File: config.mk
export PLATFORM = sky130hd
export DESIGN_NAME = pc_fetch_sequencer_flat
export DESIGN_NICKNAME = d
export VERILOG_FILES = /design/src/rtl/pc_fetch_sequencer_if.sv /design/src/rtl/pc_fetch_sequencer.sv /design/src/flat_wrapper.sv
export SDC_FILE = /design/constraint.sdc
export NUM_CORES = 1
export LEC_CHECK = 0
export BUFFER_PORTS_ARGS = -buffer_cell sky130_fd_sc_hd__buf_4
export CAP_MARGIN = 5
export CELL_PAD_IN_SITES_DETAIL_PLACEMENT = 1
export CELL_PAD_IN_SITES_GLOBAL_PLACEMENT = 1
export CORE_MARGIN = 4
export CORE_UTILIZATION = 29
export CTS_CLUSTER_DIAMETER = 150
export DETAILED_ROUTE_END_ITERATION = 8
export PLACE_DENSITY = 0.66
export SLEW_MARGIN = 10
export SYNTH_ARGS = -nofsm -noshare
export SYNTH_HDL_FRONTEND = slang
export SYNTH_SLANG_ARGS = --single-unit
File: constraint.sdc
create_clock -name clk -period 8.1 [get_ports clk]
set_clock_uncertainty 0.2 [all_clocks]
set_input_delay 2.43 -clock clk [delete_from_list [all_inputs] [get_ports clk]]
set_output_delay 2.43 -clock clk [all_outputs]
set_load 0.005 [all_outputs]
File: src/rtl/pc_fetch_sequencer_if.sv
// Instruction-memory fetch bus between the PC sequencer (master) and imem (slave).
interface pc_fetch_sequencer_if;
  logic        imem_req;
  logic [31:0] imem_addr;
  logic        imem_gnt;
  logic        imem_rvalid;
  logic [31:0] imem_rdata;

  modport master (output imem_req, imem_addr, input imem_gnt, imem_rvalid, imem_rdata);
  modport slave  (input imem_req, imem_addr, output imem_gnt, imem_rvalid, imem_rdata);
endinterface

File: src/rtl/pc_fetch_sequencer.sv
// PC owner and fetch sequencer: IDLE -> FETCH -> (WAIT) -> EXEC loop with watchdog,
// halt and retire count. Optional misaligned-target trap under `PC_MISALIGN_TRAP_EN.
module pc_fetch_sequencer #(
  parameter logic [31:0] RESET_PC = 32'h0000_0000,
  parameter int unsigned TIMEOUT  = 255
) (
  input  logic                        clk,
  input  logic                        rstn,
  pc_fetch_sequencer_if.master        imem,
  input  logic                        start,
  output logic [31:0]                 instr,
  output logic                        instr_valid,
  input  logic                        exec_done,
  input  logic [2:0]                  branch,
  input  logic                        zero,
  input  logic                        less,
  input  logic [31:0]                 busA,
  input  logic [31:0]                 imm,
  input  logic                        halt,
  output logic [31:0]                 pc,
  output logic                        halted,
  output logic                        err,
  output logic                        misalign,
  output logic [31:0]                 instret
);

  typedef enum logic [2:0] {
    S_IDLE, S_FETCH, S_WAIT, S_EXEC, S_HALT, S_ERR
  } state_t;

  localparam logic [15:0] WDOG_LAST = 16'(TIMEOUT - 1);

  state_t      state_q, state_d;
  logic [31:0] pc_q, pc_d;
  logic [31:0] instr_q, instr_d;
  logic [31:0] instret_q, instret_d;
  logic [15:0] wdog_q, wdog_d;
`ifdef PC_MISALIGN_TRAP_EN
  logic        misalign_q, misalign_d;
`endif

  logic        taken, use_busa;
  logic [31:0] op_a, op_b, next_pc;

  // Target adder: bit 0 of both register and immediate operands is cleared.
  always_comb begin
    taken    = 1'b0;
    use_busa = 1'b0;
    case (branch)
      3'b001:  taken = 1'b1;
      3'b010:  begin taken = 1'b1; use_busa = 1'b1; end
      3'b100:  taken = zero;
      3'b101:  taken = ~zero;
      3'b110:  taken = less;
      3'b111:  taken = ~less;
      default: taken = 1'b0;
    endcase
    op_a    = use_busa ? (busA & ~32'd1) : pc_q;
    op_b    = taken ? (imm & ~32'd1) : 32'd4;
    next_pc = op_a + op_b;
  end

  always_comb begin
    state_d   = state_q;
    pc_d      = pc_q;
    instr_d   = instr_q;
    instret_d = instret_q;
    wdog_d    = wdog_q;
`ifdef PC_MISALIGN_TRAP_EN
    misalign_d = misalign_q;
`endif
    case (state_q)
      S_IDLE:  if (start) state_d = S_FETCH;
      S_FETCH: begin
        if (imem.imem_gnt) begin
          wdog_d = '0;
          if (imem.imem_rvalid) begin
            instr_d = imem.imem_rdata;
            state_d = S_EXEC;
          end else begin
            state_d = S_WAIT;
          end
        end
      end
      // A response arriving on the last allowed cycle still beats the timeout.
      S_WAIT: begin
        if (imem.imem_rvalid) begin
          instr_d = imem.imem_rdata;
          wdog_d  = '0;
          state_d = S_EXEC;
        end else if (wdog_q == WDOG_LAST) begin
          state_d = S_ERR;
        end else begin
          wdog_d = wdog_q + 16'd1;
        end
      end
      S_EXEC: begin
        if (exec_done) begin
          instret_d = instret_q + 32'd1;
`ifdef PC_MISALIGN_TRAP_EN
          if (next_pc[1]) begin
            misalign_d = 1'b1;
            state_d    = S_HALT;
          end else begin
            pc_d    = next_pc;
            state_d = halt ? S_HALT : S_FETCH;
          end
`else
          pc_d    = next_pc;
          state_d = halt ? S_HALT : S_FETCH;
`endif
        end
      end
      default: ;
    endcase
  end

  always_ff @(posedge clk or negedge rstn) begin
    if (!rstn) begin
      state_q   <= S_IDLE;
      pc_q      <= RESET_PC;
      instr_q   <= '0;
      instret_q <= '0;
      wdog_q    <= '0;
    end else begin
      state_q   <= state_d;
      pc_q      <= pc_d;
      instr_q   <= instr_d;
      instret_q <= instret_d;
      wdog_q    <= wdog_d;
    end
  end

`ifdef PC_MISALIGN_TRAP_EN
  always_ff @(posedge clk or negedge rstn) begin
    if (!rstn) misalign_q <= 1'b0;
    else       misalign_q <= misalign_d;
  end
  assign misalign = misalign_q;
`else
  assign misalign = 1'b0;
`endif

  assign imem.imem_req  = (state_q == S_FETCH);
  assign imem.imem_addr = pc_q;
  assign instr          = instr_q;
  assign instr_valid    = (state_q == S_EXEC);
  assign pc             = pc_q;
  assign halted         = (state_q == S_HALT);
  assign err            = (state_q == S_ERR);
  assign instret        = instret_q;

endmodule

File: src/flat_wrapper.sv
// flat-port wrapper written by rule: the top's interface ports become plain ports
module pc_fetch_sequencer_flat 
#(
  parameter logic [31:0] RESET_PC = 32'h0000_0000,
  parameter int unsigned TIMEOUT  = 255
)
  (clk, rstn, start, instr, instr_valid, exec_done, branch, zero, less, busA, imm, halt, pc, halted, err, misalign, instret, imem_imem_req, imem_imem_addr, imem_imem_gnt, imem_imem_rvalid, imem_imem_rdata);
  pc_fetch_sequencer_if imem_i ();
  input  logic clk;
  input  logic rstn;
  input  logic start;
  output logic [31:0] instr;
  output logic instr_valid;
  input  logic exec_done;
  input  logic [2:0] branch;
  input  logic zero;
  input  logic less;
  input  logic [31:0] busA;
  input  logic [31:0] imm;
  input  logic halt;
  output logic [31:0] pc;
  output logic halted;
  output logic err;
  output logic misalign;
  output logic [31:0] instret;
  output wire logic [$bits(imem_i.imem_req)-1:0] imem_imem_req;
  output wire logic [$bits(imem_i.imem_addr)-1:0] imem_imem_addr;
  input wire logic [$bits(imem_i.imem_gnt)-1:0] imem_imem_gnt;
  input wire logic [$bits(imem_i.imem_rvalid)-1:0] imem_imem_rvalid;
  input wire logic [$bits(imem_i.imem_rdata)-1:0] imem_imem_rdata;
  assign imem_imem_req = imem_i.imem_req;
  assign imem_imem_addr = imem_i.imem_addr;
  assign imem_i.imem_gnt = imem_imem_gnt;
  assign imem_i.imem_rvalid = imem_imem_rvalid;
  assign imem_i.imem_rdata = imem_imem_rdata;
  pc_fetch_sequencer #(.RESET_PC(RESET_PC), .TIMEOUT(TIMEOUT)) u_core (.clk(clk), .rstn(rstn), .imem(imem_i), .start(start), .instr(instr), .instr_valid(instr_valid), .exec_done(exec_done), .branch(branch), .zero(zero), .less(less), .busA(busA), .imm(imm), .halt(halt), .pc(pc), .halted(halted), .err(err), .misalign(misalign), .instret(instret));
endmodule
==> out/results.txt <==
status -> complete, no violations
Maximum Capacitance Violations -> 0
clock slew at reported path FFs -> 0.06 ns
share of cells above drive strength 1 -> 35.2%
relative slew slack -> 33.3%
Ys Warns -> 0
sequential area share after synthesis -> 39.0%
crit end category -> flip-flop
EDFF count, synth -> 0
number of global-route vias before repair -> 6652
Fmax achieved -> 167 MHz
largest net degree at the start of global routing -> 65
first-pass GRT wire length -> 36.4 mm
Async S/R FF share, synth -> 100%
hold_buf cts -> 0
# nets final -> 1112
Post-CTS Setup Inserts -> 0
final number of setup-violating endpoints -> 0
Final Core Density -> 39.5%
VDD IR-drop max -> 123 uV
clock buffer count from CTS -> 17
post-detailed-route wirelength per cell -> 17.2 um
vias after detailed routing -> 6282
crit-path max FO -> 15
Max clock buf depth -> 2
Syn-to-layout area delta -> 32.9%
Placer Congestion -> 0.816
r2r startpoint -> u_core.imem.imem_addr[1]$_DFFE_PN0P_
fin crit period -> 5.98 ns
cells after synthesis -> 770
Worst Setup Path Type -> in2reg
post-cts sizing count -> 0
Critical Path RT -> 8.21 ns
crit path launch type -> primary input
CTS tree -> built
Buffers on Ports -> 235
Bufs and invs on worst path -> 2
critical path's largest stage delay -> 0.75 ns
Tcrit/Tclk final -> 73.8%
Core Rows -> 57
dpl hpwl -> 17.7 mm
antenna diode count -> 0
total core area -> 24600 um^2
post-synthesis register bit count -> 114
total I/O pin count -> 241
root buffer cell -> clkbuf_16
ys flop type -> dfrtp_1
clk sinks -> 114
CP most frequent cell -> buf_4
total gr overflow -> 0
drc violations -> 0
hold wc startpoint -> u_core.instret[31]$_DFFE_PN0P_
Pwr Density -> 151 nW/um^2
RSZ-0062 raised after global routing -> no
Critical Path Start -> branch[0]
Total Negative Setup Slacks -> 0 ns
overall routing resource usage -> 16.1%
1st-iter DRT viols -> 260
die extent in x -> 167 um
fin. max-slew vios -> 0
Post-DRT Antenna Nets -> 0
Skew-Pair Late Insertion Delay -> 0.42 ns
H-tree levels -> 4
die area -> 27800 um^2
final hold slack -> 0.274 ns
CP max stage cell -> nor3b_2
critical path, cell by cell -> buf_4 -> nor3b_2 -> buf_4 -> mux2_2 -> ha_1 -> nand4_1 -> nor2_1 -> o211ai_1 -> a211oi_2 -> o21ai_1 -> and3b_1 -> o31ai_1
slew of the pin with the lowest slew margin -> 0.996 ns
drt via density -> 4.81
crit path DAT -> 6.09 ns
Lkg Pwr -> 4.81 nW
Avg Inst Size Synth -> 9.50 um^2
initial antenna violation count -> 3
Initial DRT Pass Iterations -> 4
count of cell types in the netlist -> 69
starting density of the core -> 29.7%
Die Y -> 167 um
Hold Vio Cnt, Final -> 0
DRT Wirelength -> 22.4 mm
synthesized area -> 7320 um^2
worst min path class -> reg2reg
Top Family by Delay on Critical Path -> simple AND/OR/NAND/NOR gates
[cells in the mapped netlist, drive strengths merged (13+ instances only)]
master	instances	area share, %
dfrtp	114	39
nand2	94	4.9
mux2	64	9.9
o21ai	52	3.6
buf	47	4.6
nor2	44	2.3
a21oi	39	2.8
xnor2	38	4.5
and2	33	2.8
ha	33	5.6
xor2	30	3.6
nand3	27	2.0
clkbuf	16	0.84
inv	16	0.82
and3	13	1.1
nor3	13	0.89
[final cells by class]
cell class                      count  area [um^2]
Clock inverter                     14          130
Tap cell                          324          405
Inverter                           16         60.1
Timing Repair Buffer              242         1820
Multi-Input combinational cell    579         4020
Sequential cell                   114         2850
Fill cell                        2849        14900
Clock buffer                       18          439
[path summary, 6_finish.rpt]
check,to,slack [ns],cells after the start
setup / recovery,u_core.imem.imem_addr[25]$_DFFE_PN0P_,2.12,12
hold / removal,u_core.instret[31]$_DFFE_PN0P_,0.27,1
setup reg to reg,u_core.imem.imem_addr[27]$_DFFE_PN0P_,4.96,10
hold reg to reg,u_core.instret[31]$_DFFE_PN0P_,0.27,1
max in group asynchronous,u_core.instr[2]$_DFFE_PN0P_,4.55,2
min in group asynchronous,u_core.instr[17]$_DFFE_PN0P_,1.91,1
[layer usage]
layer | vias up | global-route usage (%) | part of all wire (%)
met5 | - | 0 | 0.10
met3 | 29 | 4.31 | 5.9
met1 | 2998 | 20.4 | 44
met4 | 6 | 4.48 | 1.9
li1 | 3063 | - | -
met2 | 186 | 27.1 | 48
[kinds of logic after synthesis]
group,Yosys count,synth area share (%)
and+or+nand+nor,274,19.3
AOI/OAI and AO/OA,134,11.2
DFF,114,39.0
buffers and inverters,79,6.26
xor gates and xnor gates,68,8.14
muxes,66,10.2
adders and majority gates,34,5.92
other,1,0.0513
[stage by stage]
| step | power [mW] | setup slack [ns] | area, um^2 | cells |
|---|---|---|---|---|
| global route | 1.54 | 1.76 | 9730 | 1307 |
| finish | 1.47 | 2.12 | 9730 | 1307 |
| global placement | 0.756 | 1.59 | 9160 | 1275 |
| floorplan | 0.674 | 2.61 | 7320 | 772 |
| detailed placement | 0.759 | 1.64 | 9160 | 1275 |
| CTS | 1.50 | 2.06 | 9730 | 1307 |
[report_power, final]
group / total (mW) / switching, mW / internal, mW
sequential: 0.582 / 0.00427 / 0.578
clock: 0.726 / 0.293 / 0.433
combinational: 0.163 / 0.0797 / 0.0832
[state kept, by name, indices dropped and copies added, names as in the netlist]
name                   flops
u_core.instr              32
u_core.wdog_q             16
u_core.imem.imem_addr     31
u_core.instret            32
u_core.state_q             3
[layout by cell type, fill, tap and decap left out, types with 4 or more instances in the layout]
cell type,n
ha_1,33
and3_1,11
xnor2_1,38
nand2_1,91
a21oi_1,37
o21a_1,4
inv_1,14
a31oi_1,5
nand3_1,25
clkinv_4,5
buf_4,242
clkbuf_16,17
o21ai_1,16
nor2_1,44
o211ai_1,4
or3_1,4
nand2b_1,4
o21ai_0,35
a21o_1,9
mux2_1,16
nand4_1,11
dfrtp_1,114
mux2_2,47
and2_1,32
nor3_1,13
and4_1,7
xor2_1,30
[worst reg2reg max path, delay by kind of cell (launching register included)]
family,cells,cell delay [ns]
compound gates,6,1.27
fa+ha+maj,2,0.64
flops,1,0.40
mux,1,0.27
xor+xnor,1,0.20
No activity file was read; power rests on OpenSTA's default activity.
